<file path="src/rtl/raycast_pkg.sv">
// Shared ray-cast definitions: dispatcher state encoding, frame geometry defaults, pointer sizing.
// Imported by the dispatcher, its arbiter, and the render FSM / lane blocks.
package raycast_pkg;

  localparam int NUM_COLS_DEF = 640;
  localparam int IDX_W_DEF    = 10;

  typedef enum logic [1:0] {
    ST_IDLE     = 2'd0,
    ST_DISPATCH = 2'd1,
    ST_DRAIN    = 2'd2
  } disp_state_e;

  function automatic int ptr_w(input int n);
    return (n > 1) ? $clog2(n) : 1;
  endfunction

endpackage

</file>
<file path="src/rtl/ray_dispatcher_if.sv">
// Handshake bundle between the column dispatcher, the render FSM and the ray-cast lanes.
// master = dispatcher side, slave = render FSM / lanes side.
interface ray_dispatcher_if #(
  parameter int NUM_LANES = 2,
  parameter int IDX_W     = raycast_pkg::IDX_W_DEF
);

  logic                 frame_start;
  logic                 abort;
  logic [NUM_LANES-1:0] lane_ready;
  logic [NUM_LANES-1:0] lane_done;
  logic [NUM_LANES-1:0] lane_valid;
  logic [IDX_W-1:0]     lane_index;
  logic                 busy;
  logic                 frame_done;
  logic                 frame_aborted;
  logic                 switch_state;
  logic                 proto_err;

  modport master (
    input  frame_start, abort, lane_ready, lane_done,
    output lane_valid, lane_index, busy, frame_done, frame_aborted, switch_state, proto_err
  );

  modport slave (
    output frame_start, abort, lane_ready, lane_done,
    input  lane_valid, lane_index, busy, frame_done, frame_aborted, switch_state, proto_err
  );

endinterface

</file>
<file path="src/rtl/rr_arbiter.sv">
// Round-robin one-hot grant: ptr_i is the highest-priority lane, search wraps upward from it.
// Latency: combinational; no backpressure (grant is zero when nothing requests).
module rr_arbiter import raycast_pkg::*; #(
  parameter int N     = 2,
  parameter int PTR_W = ptr_w(N)
) (
  input  logic [N-1:0]     req_i,
  input  logic [PTR_W-1:0] ptr_i,
  output logic [N-1:0]     gnt_o
);

  logic found;

  always_comb begin
    gnt_o = '0;
    found = 1'b0;
    for (int j = 0; j < N; j++) begin
      if (!found && req_i[j[PTR_W-1:0]] && (j >= int'(ptr_i))) begin
        gnt_o[j[PTR_W-1:0]] = 1'b1;
        found               = 1'b1;
      end
    end
    // wrap-around pass: lanes below the pointer
    for (int j = 0; j < N; j++) begin
      if (!found && req_i[j[PTR_W-1:0]] && (j < int'(ptr_i))) begin
        gnt_o[j[PTR_W-1:0]] = 1'b1;
        found               = 1'b1;
      end
    end
  end

endmodule

</file>
<file path="src/rtl/ray_dispatcher.sv">
// Frame column dispatcher: issues indices 0..NUM_COLS-1 round-robin to ready lanes, then drains.
// Latency: grant decided in cycle t, strobe at t+1; a lane is held off while busy or not ready.
module ray_dispatcher import raycast_pkg::*; #(
  parameter int NUM_COLS  = NUM_COLS_DEF,
  parameter int IDX_W     = IDX_W_DEF,
  parameter int NUM_LANES = 2
) (
  input logic              clk,
  input logic              reset,
  ray_dispatcher_if.master bus
);

  localparam int CNT_W = IDX_W + 1;
  localparam int PTR_W = ptr_w(NUM_LANES);
  localparam logic [CNT_W-1:0] COLS = CNT_W'(NUM_COLS);

  disp_state_e          state_q, state_d;
  logic [CNT_W-1:0]     issue_cnt_q, issue_cnt_d;
  logic [CNT_W-1:0]     done_cnt_q, done_cnt_d;
  logic [NUM_LANES-1:0] lane_busy_q, lane_busy_d;
  logic [NUM_LANES-1:0] lane_valid_q, lane_valid_d;
  logic [IDX_W-1:0]     lane_index_q, lane_index_d;
  logic [PTR_W-1:0]     rr_ptr_q, rr_ptr_d;
  logic                 frame_done_q, frame_done_d;
  logic                 frame_aborted_q, frame_aborted_d;
  logic                 switch_q, switch_d;
  logic                 proto_err_q, proto_err_d;

  logic [NUM_LANES-1:0] req, gnt, done_ok;
  logic                 issuing;

  // a lane finishing this cycle still counts as busy, so it cannot be re-granted until next cycle
  assign issuing = (state_q == ST_DISPATCH) && (issue_cnt_q < COLS);
  assign req     = bus.lane_ready & ~lane_busy_q & {NUM_LANES{issuing}};
  assign done_ok = bus.lane_done & lane_busy_q;

  rr_arbiter #(.N(NUM_LANES), .PTR_W(PTR_W)) u_arb (
    .req_i (req),
    .ptr_i (rr_ptr_q),
    .gnt_o (gnt)
  );

  always_comb begin
    state_d         = state_q;
    issue_cnt_d     = issue_cnt_q;
    done_cnt_d      = done_cnt_q + CNT_W'($countones(done_ok));
    lane_busy_d     = (lane_busy_q & ~done_ok) | gnt;
    lane_valid_d    = gnt;
    lane_index_d    = lane_index_q;
    rr_ptr_d        = rr_ptr_q;
    frame_done_d    = 1'b0;
    frame_aborted_d = 1'b0;
    switch_d        = (|gnt) | (|done_ok);
    proto_err_d     = proto_err_q | (|(bus.lane_done & ~lane_busy_q));

    if (|gnt) begin
      issue_cnt_d  = issue_cnt_q + CNT_W'(1);
      lane_index_d = issue_cnt_q[IDX_W-1:0];
    end
    for (int k = 0; k < NUM_LANES; k++) begin
      if (gnt[k[PTR_W-1:0]]) rr_ptr_d = (k == NUM_LANES - 1) ? '0 : PTR_W'(k + 1);
    end

    case (state_q)
      ST_IDLE: begin
        if (bus.frame_start) begin
          state_d     = ST_DISPATCH;
          issue_cnt_d = '0;
          done_cnt_d  = '0;
        end
      end
      ST_DISPATCH: begin
        if (bus.abort || (issue_cnt_q == COLS)) state_d = ST_DRAIN;
      end
      ST_DRAIN: begin
        if (lane_busy_q == '0) begin
          state_d         = ST_IDLE;
          frame_done_d    = (done_cnt_q == COLS);
          frame_aborted_d = (done_cnt_q != COLS);
        end
      end
      default: state_d = ST_IDLE;
    endcase
  end

  always_ff @(posedge clk) begin
    if (reset) begin
      state_q         <= ST_IDLE;
      issue_cnt_q     <= '0;
      done_cnt_q      <= '0;
      lane_busy_q     <= '0;
      lane_valid_q    <= '0;
      lane_index_q    <= '0;
      rr_ptr_q        <= '0;
      frame_done_q    <= 1'b0;
      frame_aborted_q <= 1'b0;
      switch_q        <= 1'b1;
      proto_err_q     <= 1'b0;
    end else begin
      state_q         <= state_d;
      issue_cnt_q     <= issue_cnt_d;
      done_cnt_q      <= done_cnt_d;
      lane_busy_q     <= lane_busy_d;
      lane_valid_q    <= lane_valid_d;
      lane_index_q    <= lane_index_d;
      rr_ptr_q        <= rr_ptr_d;
      frame_done_q    <= frame_done_d;
      frame_aborted_q <= frame_aborted_d;
      switch_q        <= switch_d;
      proto_err_q     <= proto_err_d;
    end
  end

  assign bus.lane_valid    = lane_valid_q;
  assign bus.lane_index    = lane_index_q;
  assign bus.busy          = (state_q != ST_IDLE);
  assign bus.frame_done    = frame_done_q;
  assign bus.frame_aborted = frame_aborted_q;
  assign bus.switch_state  = switch_q;
  assign bus.proto_err     = proto_err_q;

endmodule

</file>
<file path="src/flat_wrapper.sv">
// flat-port wrapper written by rule: the top's interface ports become plain ports
module ray_dispatcher_flat import raycast_pkg::*;
#(
  parameter int NUM_COLS  = NUM_COLS_DEF,
  parameter int IDX_W     = IDX_W_DEF,
  parameter int NUM_LANES = 2
)
  (clk, reset, bus_frame_start, bus_abort, bus_lane_ready, bus_lane_done, bus_lane_valid, bus_lane_index, bus_busy, bus_frame_done, bus_frame_aborted, bus_switch_state, bus_proto_err);
  ray_dispatcher_if #(.NUM_LANES(NUM_LANES), .IDX_W(IDX_W)) bus_i ();
  input logic clk;
  input logic reset;
  input wire logic [$bits(bus_i.frame_start)-1:0] bus_frame_start;
  input wire logic [$bits(bus_i.abort)-1:0] bus_abort;
  input wire logic [$bits(bus_i.lane_ready)-1:0] bus_lane_ready;
  input wire logic [$bits(bus_i.lane_done)-1:0] bus_lane_done;
  output wire logic [$bits(bus_i.lane_valid)-1:0] bus_lane_valid;
  output wire logic [$bits(bus_i.lane_index)-1:0] bus_lane_index;
  output wire logic [$bits(bus_i.busy)-1:0] bus_busy;
  output wire logic [$bits(bus_i.frame_done)-1:0] bus_frame_done;
  output wire logic [$bits(bus_i.frame_aborted)-1:0] bus_frame_aborted;
  output wire logic [$bits(bus_i.switch_state)-1:0] bus_switch_state;
  output wire logic [$bits(bus_i.proto_err)-1:0] bus_proto_err;
  assign bus_i.frame_start = bus_frame_start;
  assign bus_i.abort = bus_abort;
  assign bus_i.lane_ready = bus_lane_ready;
  assign bus_i.lane_done = bus_lane_done;
  assign bus_lane_valid = bus_i.lane_valid;
  assign bus_lane_index = bus_i.lane_index;
  assign bus_busy = bus_i.busy;
  assign bus_frame_done = bus_i.frame_done;
  assign bus_frame_aborted = bus_i.frame_aborted;
  assign bus_switch_state = bus_i.switch_state;
  assign bus_proto_err = bus_i.proto_err;
  ray_dispatcher #(.NUM_COLS(NUM_COLS), .IDX_W(IDX_W), .NUM_LANES(NUM_LANES)) u_core (.clk(clk), .reset(reset), .bus(bus_i));
endmodule
</file>
<file path="config.mk">
export PLATFORM = sky130hd
export DESIGN_NAME = ray_dispatcher_flat
export DESIGN_NICKNAME = d
export VERILOG_FILES = /design/src/rtl/raycast_pkg.sv /design/src/rtl/ray_dispatcher_if.sv /design/src/rtl/rr_arbiter.sv /design/src/rtl/ray_dispatcher.sv /design/src/flat_wrapper.sv
export SDC_FILE = /design/constraint.sdc
export NUM_CORES = 1
export LEC_CHECK = 0
export CAP_MARGIN = 0
export CORE_MARGIN = 4
export CORE_UTILIZATION = 50
export CTS_CLUSTER_SIZE = 14
export DETAILED_ROUTE_END_ITERATION = 8
export GPL_ROUTABILITY_DRIVEN = 0
export PLACE_DENSITY = 0.75
export SETUP_SLACK_MARGIN = 0.2
export SYNTH_ARGS = -nofsm -noshare
export SYNTH_HDL_FRONTEND = slang
export SYNTH_SLANG_ARGS = --single-unit
export TNS_END_PERCENT = 100
</file>
<file path="constraint.sdc">
create_clock -name clk -period 6.4 [get_ports clk]
set_clock_uncertainty 0.05 [all_clocks]
set_input_delay 1.28 -clock clk [delete_from_list [all_inputs] [get_ports clk]]
set_output_delay 1.28 -clock clk [all_outputs]
set_load 0.05 [all_outputs]
</file>
==> impl.org, run 1 <==
** Detailed routing
- Across all layers, the routed design uses about 1500 vias.
- Number of antenna-violating nets in the routed design :: 0
- DRC violation total after the first TritonRoute iteration :: 94
- Per-cell routed wire length :: roughly 13 um
- Via density :: around 5.5
- Drt pass-1 iters :: 4
- Routed wire length :: roughly 3.6 mm
- Final routed DRC violation total :: 0

** Timing
- The final hold violation count came to 0.
- After layout, the worst setup slack is 3.01 ns.
- Timing would allow up to between 200 and 300 MHz.
- Transition time at the pin with the least slew margin :: about 0.9 ns
- Unrepaired setup endpoints after global routing :: false
- Total Negative Setup Slacks :: 0 ns
- Hold is met by 0.447 ns.
- In the finished design, the share of the clock period the worst path needs comes to 0.530.
- The final count of pins violating max slew is 0.
- Finish-stage setup viols :: 0
- Slew headroom :: 0.400
- Minimum period implied by the final worst setup slack :: ~3.4 ns

** Floorplanning
- The die is 69.1 um tall.
- After floorplanning, the core was sized to cover roughly 3500 um2.
- 25 I/O pins were placed.
- X dimension of the die :: 69.1 um
- For this configuration, the core starts out at a cell density of 0.539.
- Placement row count :: 21
- DIE AREA :: between 4000 and 5000 um2

** CTS
- In this run, CTS created clock tree buffers numbering 5.
- The tree built by TritonCTS fans out to 43 sinks.
- TritonCTS built the clock tree.
- The clock tree synthesis step divided the H-tree into 2 levels.
- Clock buffer depth :: 2
- CTS placed an instance of sky130_fd_sc_hd__clkbuf_8 at the clock tree root.
- Clock slew at reported path FFs :: around 0.070 ns
- In this run, post-CTS repair resized a total of 0 instances.
- In this run the post-CTS setup repair buffer count came out at 0.
- For the worst-skew pair, the clock arrives at the later sink with an insertion delay of 0.30 ns.
- Number of hold buffers added after cts :: 0

** Layout
- Total inserted antenna cells :: 0
- The finished cells cover approximately 2200 um2.
- The layout has 310 filler cells.
- Synthesis-to-layout area growth :: 19.8%
- Summing all multi-input logic gate instances after layout gives roughly 940 um2.
- Summing all flip-flop and latch instances after layout gives 861 um2.
- Ratio of cells with drive above 1 in the final layout :: 0.0485
- The net count of the finished layout is between 200 and 250.

** Power
- Of the total power, registers draw 0.531.
- Total internal power :: roughly 0.00040 W
- Of the total power, the clock network draws 0.384.
- In this run the power density over the cells is approximately 230 nW/um2.
- Tot Pwr :: about 0.00052 W
- Leakage power figure :: roughly 0.84 nW
- VDD IR max :: roughly 0.12 mV
- Of the total power, the share spent switching nets is 0.221.
- Summed over all nets, the switching power comes to 0.000114 W.
- Of the total power, combinational logic draws 0.085.

** Logic synthesis
- Seq cells post-synth :: 43
- When the netlist entered floorplanning its net count stood at 216.
- The synthesized design contains 0 enable-type register cells.
- Netlist area before placement :: 1870 um2
- Number of warnings reported in the yosys synthesis log :: 0
- Among all flip-flop cells after synthesis, the most frequent one is sky130_fd_sc_hd__dfxtp_1.
- The synthesized netlist contains 43 unique library cells.
- Share of the yosys chip area belonging to registers :: 0.461
- Counting flops with an async set or reset pin after synthesis yields a share of 0.
- Average cell area after synthesis :: between 9 and 10 um2
- Syn Inst Count :: around 200

** Setup path
- Worst setup startpoint :: bus_lane_done[1]
- Along the worst path, the maximum fanout reaches 4.
- The critical path is of the in2reg type.
- Arr. time, crit path :: 3.50 ns
- Critical Path RT :: approximately 6.5 ns
- The worst setup path is captured at a register.
- FF-to-FF Start :: u_core.lane_busy_q[1]
- Kind of start point of the critical path :: primary input

** Hold path
- The min-delay analysis places its worst path in the category reg2reg.
- The startpoint identified for the worst hold timing path is u_core.rr_ptr_q.

** Global routing
- In the global route stage, overall resource usage came out at 0.163.
- The number of antenna violations at the first check in global routing is 0.
- The number of global-route vias before repair is between 1000 and 1500.
- The first global-routing pass estimated between 6 and 7 mm of wire.
- For this run the aggregate overflow at the end of global routing stands at 0.
- Largest net degree at the start of global routing :: 23

** Place
- Detailed placement ended at an HPWL of about 2.6 mm.
- Before CTS, the worst setup slack after placement is roughly 2.7 ns.
- Area of placed instances :: between 2000 and 2500 um2
- During placement, the flow inserted port buffers numbering 24.

** Run status
- The flow ran to the end, and the final reports show no timing, DRC or antenna violations.

** Run
- The tool flagged a number of max-cap violations equal to 0.
## stage by stage
step           utilization  cells
3_3_place_gp         0.616    266
5_1_grt              0.645    273
6_report             0.645    273
2_1_floorplan            -    201
4_1_cts              0.645    273
3_5_place_dp         0.616    266
## path summary, 6_finish.rpt
check,endpoint,slack [ns],cells after the start
setup / recovery,u_core.done_cnt_q[8],3.01,11
hold / removal,u_core.rr_ptr_q,0.45,1
setup reg to reg,u_core.done_cnt_q[8],4.03,10
hold reg to reg,u_core.rr_ptr_q,0.45,1
## flip-flops by register name, summed over array words and instances, names as in the netlist
name and cells:
u_core.bus.lane_index 10, u_core.bus.switch_state 1, u_core.bus.lane_valid 2, u_core.issue_cnt_q 11, u_core.bus.proto_err 1, u_core.bus.frame_done 1, u_core.state_q 2, u_core.bus.frame_aborted 1
u_core.rr_ptr_q 1, u_core.done_cnt_q 11, u_core.lane_busy_q 2
## final cells by class
cell class | count | share of cell area
Timing Repair Buffer | 24 | 0.107
Clock inverter | 1 | 0.0134
Inverter | 11 | 0.0184
Tap cell | 46 | 0.0257
Clock buffer | 6 | 0.0324
Sequential cell | 43 | 0.385
Multi-Input combinational cell | 142 | 0.418
## cells in the mapped netlist (2+ instances only)
cell | n | share of area
sky130_fd_sc_hd__nand3_1 | 4 | 0.011
sky130_fd_sc_hd__nand4_1 | 5 | 0.017
sky130_fd_sc_hd__inv_1 | 11 | 0.022
sky130_fd_sc_hd__nor2b_1 | 5 | 0.017
sky130_fd_sc_hd__nand2b_1 | 2 | 0.0067
sky130_fd_sc_hd__clkbuf_1 | 3 | 0.0060
sky130_fd_sc_hd__xnor2_1 | 7 | 0.033
sky130_fd_sc_hd__a21oi_1 | 10 | 0.027
sky130_fd_sc_hd__nor3_1 | 4 | 0.011
sky130_fd_sc_hd__dfxtp_1 | 43 | 0.46
sky130_fd_sc_hd__o21ai_0 | 8 | 0.021
sky130_fd_sc_hd__nor4_1 | 2 | 0.0067
sky130_fd_sc_hd__and2_1 | 4 | 0.013
sky130_fd_sc_hd__or3_1 | 6 | 0.020
sky130_fd_sc_hd__nand2_1 | 11 | 0.022
sky130_fd_sc_hd__nor2_1 | 29 | 0.058
sky130_fd_sc_hd__o211ai_1 | 2 | 0.0080
sky130_fd_sc_hd__nor3b_1 | 2 | 0.0080
sky130_fd_sc_hd__ha_1 | 6 | 0.040
sky130_fd_sc_hd__mux2i_1 | 11 | 0.059
sky130_fd_sc_hd__xor2_1 | 3 | 0.014
sky130_fd_sc_hd__nor4b_1 | 2 | 0.0094
## placed cells by master, fill, tap and decap left out, types with 2 or more instances in the layout
cell	n
sky130_fd_sc_hd__nand2_1	11
sky130_fd_sc_hd__a21oi_1	10
sky130_fd_sc_hd__o211ai_1	2
sky130_fd_sc_hd__dfxtp_1	43
sky130_fd_sc_hd__ha_1	6
sky130_fd_sc_hd__clkdlybuf4s50_1	24
sky130_fd_sc_hd__nand2b_1	2
sky130_fd_sc_hd__nor4_1	2
sky130_fd_sc_hd__nand4_1	5
sky130_fd_sc_hd__nor2_1	29
sky130_fd_sc_hd__nor4b_1	2
sky130_fd_sc_hd__clkbuf_8	5
sky130_fd_sc_hd__nor3b_1	2
sky130_fd_sc_hd__nand3_1	4
sky130_fd_sc_hd__inv_1	11
sky130_fd_sc_hd__and2_1	4
sky130_fd_sc_hd__or3_1	6
sky130_fd_sc_hd__o21ai_0	8
sky130_fd_sc_hd__nor2b_1	5
sky130_fd_sc_hd__mux2i_1	11
sky130_fd_sc_hd__xnor2_1	7
sky130_fd_sc_hd__xor2_1	3
sky130_fd_sc_hd__nor3_1	4
## critical path: stages
cell,delay (ns)
sky130_fd_sc_hd__clkdlybuf4s50_1,0.49
sky130_fd_sc_hd__and2_1,0.15
sky130_fd_sc_hd__inv_1,0.05
sky130_fd_sc_hd__ha_1,0.27
sky130_fd_sc_hd__ha_1,0.16
sky130_fd_sc_hd__inv_1,0.05
sky130_fd_sc_hd__fa_1,0.42
sky130_fd_sc_hd__and4b_1,0.30
sky130_fd_sc_hd__nand4_1,0.12
sky130_fd_sc_hd__xor2_1,0.15
sky130_fd_sc_hd__nor2_1,0.05
## power groups by stage
stage                     combinational, W  clock [W]  sequential, W
after floorplan                  0.0000254          0       0.000286
after global placement           0.0000433          0       0.000281
after detailed placement         0.0000439          0       0.000281
after CTS                        0.0000441   0.000206       0.000275
after global routing             0.0000477   0.000217       0.000276
final                            0.0000438   0.000199       0.000275
## kinds of logic (layout without fill, tap and decap cells)
group / Yosys count / after routing / synth area share
adders and majority gates: 7 / 7 / 0.0509
xor gates and xnor gates: 10 / 10 / 0.0469
buffers and inverters: 16 / 42 / 0.0382
muxes: 11 / 11 / 0.0589
and+or+nand+nor: 85 / 85 / 0.243
DFF: 43 / 43 / 0.461
AOI/OAI and AO/OA: 29 / 29 / 0.101
## metal layers
| metal | vias to the layer above | global-route usage | part of all wire |
|---|---|---|---|
| li1 | 752 | - | - |
| met1 | 699 | 0.203 | 0.45 |
| met2 | 35 | 0.254 | 0.48 |
| met3 | 6 | 0.0523 | 0.049 |
| met4 | 0 | 0.0803 | 0.019 |
| met5 | - | 0 | 0 |
Note: power is estimated with default switching activity, not from simulation.
==> run 2: changes to the inputs <==
--- a/config.mk
+++ b/config.mk
@@ -7,7 +7,7 @@
 export LEC_CHECK = 0
 export CAP_MARGIN = 0
 export CORE_MARGIN = 4
-export CORE_UTILIZATION = 50
+export CORE_UTILIZATION = 48
 export CTS_CLUSTER_SIZE = 14
 export DETAILED_ROUTE_END_ITERATION = 8
 export GPL_ROUTABILITY_DRIVEN = 0
==> constraint.sdc (replaced) <==
create_clock -name clk -period 3.1 [get_ports clk]
set_clock_uncertainty 0.05 [all_clocks]
set_input_delay 0.62 -clock clk [delete_from_list [all_inputs] [get_ports clk]]
set_output_delay 0.62 -clock clk [all_outputs]
set_load 0.05 [all_outputs]
==> impl.org, run 2 (synthesis results as in run 1) <==
** Timing
- Final critical-path share of the clock period :: 0.866
- Measured against its own limit, the worst slew margin works out to 0.609.
- Based on the critical path, the design can be clocked at up to between 300 and 400 MHz.
- Finish-stage setup viols :: 0
- Hold violation total from the final report :: 0
- Unrepaired setup endpoints after global routing :: false
- Max-slew violations :: 0
- Total Negative Setup Slacks :: 0 ns
- The routed design could run at a clock period as short as 2.68 ns.
- At the pin with the least slew margin, the transition time is 0.586 ns.

** Setup path
- CP max-delay cell :: sky130_fd_sc_hd__clkdlybuf4s50_1
- Worst setup startpoint :: bus_lane_done[1]
- Kind of start point of the critical path :: primary input
- At the worst endpoint, the required time is approximately 3.2 ns.
- Of all nets on the critical path, the largest fanout is 4.
- STA classifies the critical path endpoint as a register.
- The signal on the critical path passes through clkdlybuf4s50_1 -> and2_1 -> inv_1 -> ha_1 -> ha_1 -> inv_1 -> fa_1 -> and4b_1 -> nand4_1 -> xor2_1 -> nor2_1.
- The startpoint identified for the worst register-to-register timing path is u_core.lane_busy_q[1].
- For this run, the slowest stage of the critical path takes 0.49 ns.
- The critical path is of the in2reg type.
- Arr. time, crit path :: 2.81 ns

** Run
- The tool flagged a number of max-cap violations equal to 0.

** CTS
- Post-CTS sizing :: 0
- CTS tree :: built
- Clock tree synthesis found a total of 43 sinks.
- After clock tree synthesis, the clock-pin slew on the worst setup and hold paths is about 0.080 ns.
- The clock passes through at most 2 buffers.
- Maximum level of the CTS H-tree :: 2
- Number of hold buffers added after cts :: 0
- TritonCTS buffer count :: 5
- For the worst-skew pair, the clock arrives at the later sink with an insertion delay of a little under 0.3 ns.
- Number of buffers added for setup after CTS :: 0
- Clock tree synthesis selected as its root buffer the cell sky130_fd_sc_hd__clkbuf_8.

** Global routing
- Global-route wire length before repair :: approximately 6 mm
- Via count of the first global-routing pass :: around 1300
- The number of antenna violations at the first check in global routing is 0.
- Global routing finished with a remaining overflow of 0.
- Largest net degree at the start of global routing :: 19
- For this run, the total global-route usage over all layers was measured as 0.149.

** Detailed routing
- Routed wire length :: around 3.5 mm
- DRC violation total after the first TritonRoute iteration :: about 110
- Using the TritonRoute via totals, the vias-per-cell ratio works out to about 5.3.
- Summing over every cut layer, the via total after detailed routing is 1480.
- The count of nets left with antenna violations once routing finished came out at 0.
- Per-cell routed wire length :: 12.6 um
- Final routed DRC violation total :: 0
- Drt pass-1 iters :: 4

** Hold path
- The min-delay analysis places its worst path in the category reg2reg.
- Min-Delay Startpoint :: u_core.bus.proto_err

** Layout
- Ratio of cells with drive above 1 in the final layout :: 0.0693
- After filler insertion, the fill cell instance count of the layout stands at approximately 330.
- Synthesis-to-layout area growth :: 22.0%
- After routing the design area is ~2300 um2.
- Leading cell types in the layout, fill and taps excluded :: sky130_fd_sc_hd__dfxtp_1 (43), sky130_fd_sc_hd__nor2_1 (29), sky130_fd_sc_hd__clkdlybuf4s50_1 (24)
- Most common cell after layout, fill and taps aside :: sky130_fd_sc_hd__dfxtp_1
- Total inserted antenna cells :: 0
- Final Non-Filler Cells :: around 280
- The net count of the finished layout is 245.

** Power
- Comb power frac :: 0.085
- Proportion of power drawn by the clock network :: 0.398
- VDD IR max :: 0.263 mV
- Summed over all cells, the static leakage comes to approximately 0.86 nW.
- Share of total power in sequential cells :: 0.516
- Switch Pwr :: 0.000240 W
- Switching share of total power :: 0.218
- For this design the ratio of total power to cell area is just under 500 nW/um2.
- Total internal power :: 0.000859 W

** Floorplanning
- Height of the die :: approximately 70 um
- X dimension of the die :: between 70 and 80 um
- The floorplan step defined a die boundary enclosing between 4000 and 5000 um2.
- Ports :: 25
- The initial utilization of the core area, before any placement, comes to 0.503.
- Core area :: 3720 um2
- Placement row count :: 22

** Place
- Detailed placement finished with a half-perimeter wire length of approximately 2.5 mm.
- During placement, the flow inserted port buffers numbering 24.
- Instance count after placement with tap cells included :: 271
- Area of placed instances :: ~2200 um2

** Run status
- Result of the run :: finished clean
[run 2: cell count changes in the layout (fill, tap and decap cells not counted)]
cell	previous run	this run
sky130_fd_sc_hd__clkbuf_8	5	6
sky130_fd_sc_hd__clkinv_2	0	1
sky130_fd_sc_hd__clkbuf_1	1	0
sky130_fd_sc_hd__buf_4	0	3
[run 2: final cells by class]
class | count | area, um2 | share of cell area
Tap cell | 48 | 60.1 | 0.0264
Clock inverter | 2 | 35.0 | 0.0154
Clock buffer | 6 | 82.6 | 0.0362
Sequential cell | 43 | 861 | 0.378
Multi-Input combinational cell | 142 | 936 | 0.411
Inverter | 11 | 41.3 | 0.0181
Timing Repair Buffer | 27 | 263 | 0.115
[run 2: power groups by stage]
stage               logic [W]  clock network [W]  registers [W]
floorplan           0.0000525                  0       0.000591
global placement    0.0000936                  0       0.000580
detailed placement  0.0000942                  0       0.000580
CTS                 0.0000945           0.000456       0.000567
global route         0.000101           0.000474       0.000569
finish              0.0000938           0.000438       0.000567
[run 2: final timing paths]
| path | cells after the start | slack, ns | endpoint |
|---|---|---|---|
| max | 11 | 0.42 | u_core.done_cnt_q[8] |
| min reg2reg | 2 | 0.44 | u_core.bus.proto_err |
| max reg2reg | 10 | 0.76 | u_core.done_cnt_q[8] |
| min | 2 | 0.44 | u_core.bus.proto_err |
[run 2: per-stage QoR]
step	hold slack (ns)	power [W]	setup WS [ns]	util
CTS	0.441	0.00112	0.425	0.613
global route	0.467	0.00114	0.249	0.613
floorplan	0.405	0.000644	0.720	-
detailed placement	0.416	0.000675	0.116	0.581
finish	0.438	0.00110	0.415	0.613
global placement	0.423	0.000674	0.150	0.581
[run 2: metal layers]
metal / GRT usage / vias up / wire, um
met5: 0 / - / 0
met4: 0.0319 / 0 / 47
li1: - / 758 / -
met1: 0.203 / 682 / 1710
met3: 0.0489 / 6 / 196
met2: 0.230 / 34 / 1560
[run 2: critical path: cells and delay by family]
kind,cells,cell delay [ns]
adders and majority gates,3,0.84
and+or+nand+nor,4,0.60
buffers and inverters,3,0.59
xor gates and xnor gates,1,0.15
==> run 3: changes to the inputs <==
--- a/config.mk
+++ b/config.mk
@@ -5,7 +5,6 @@
 export SDC_FILE = /design/constraint.sdc
 export NUM_CORES = 1
 export LEC_CHECK = 0
-export CAP_MARGIN = 0
 export CORE_MARGIN = 4
 export CORE_UTILIZATION = 48
 export CTS_CLUSTER_SIZE = 14
==> results of run 3 <==
Same layout as run 2: the final DEF is identical, and so are final timing and power.
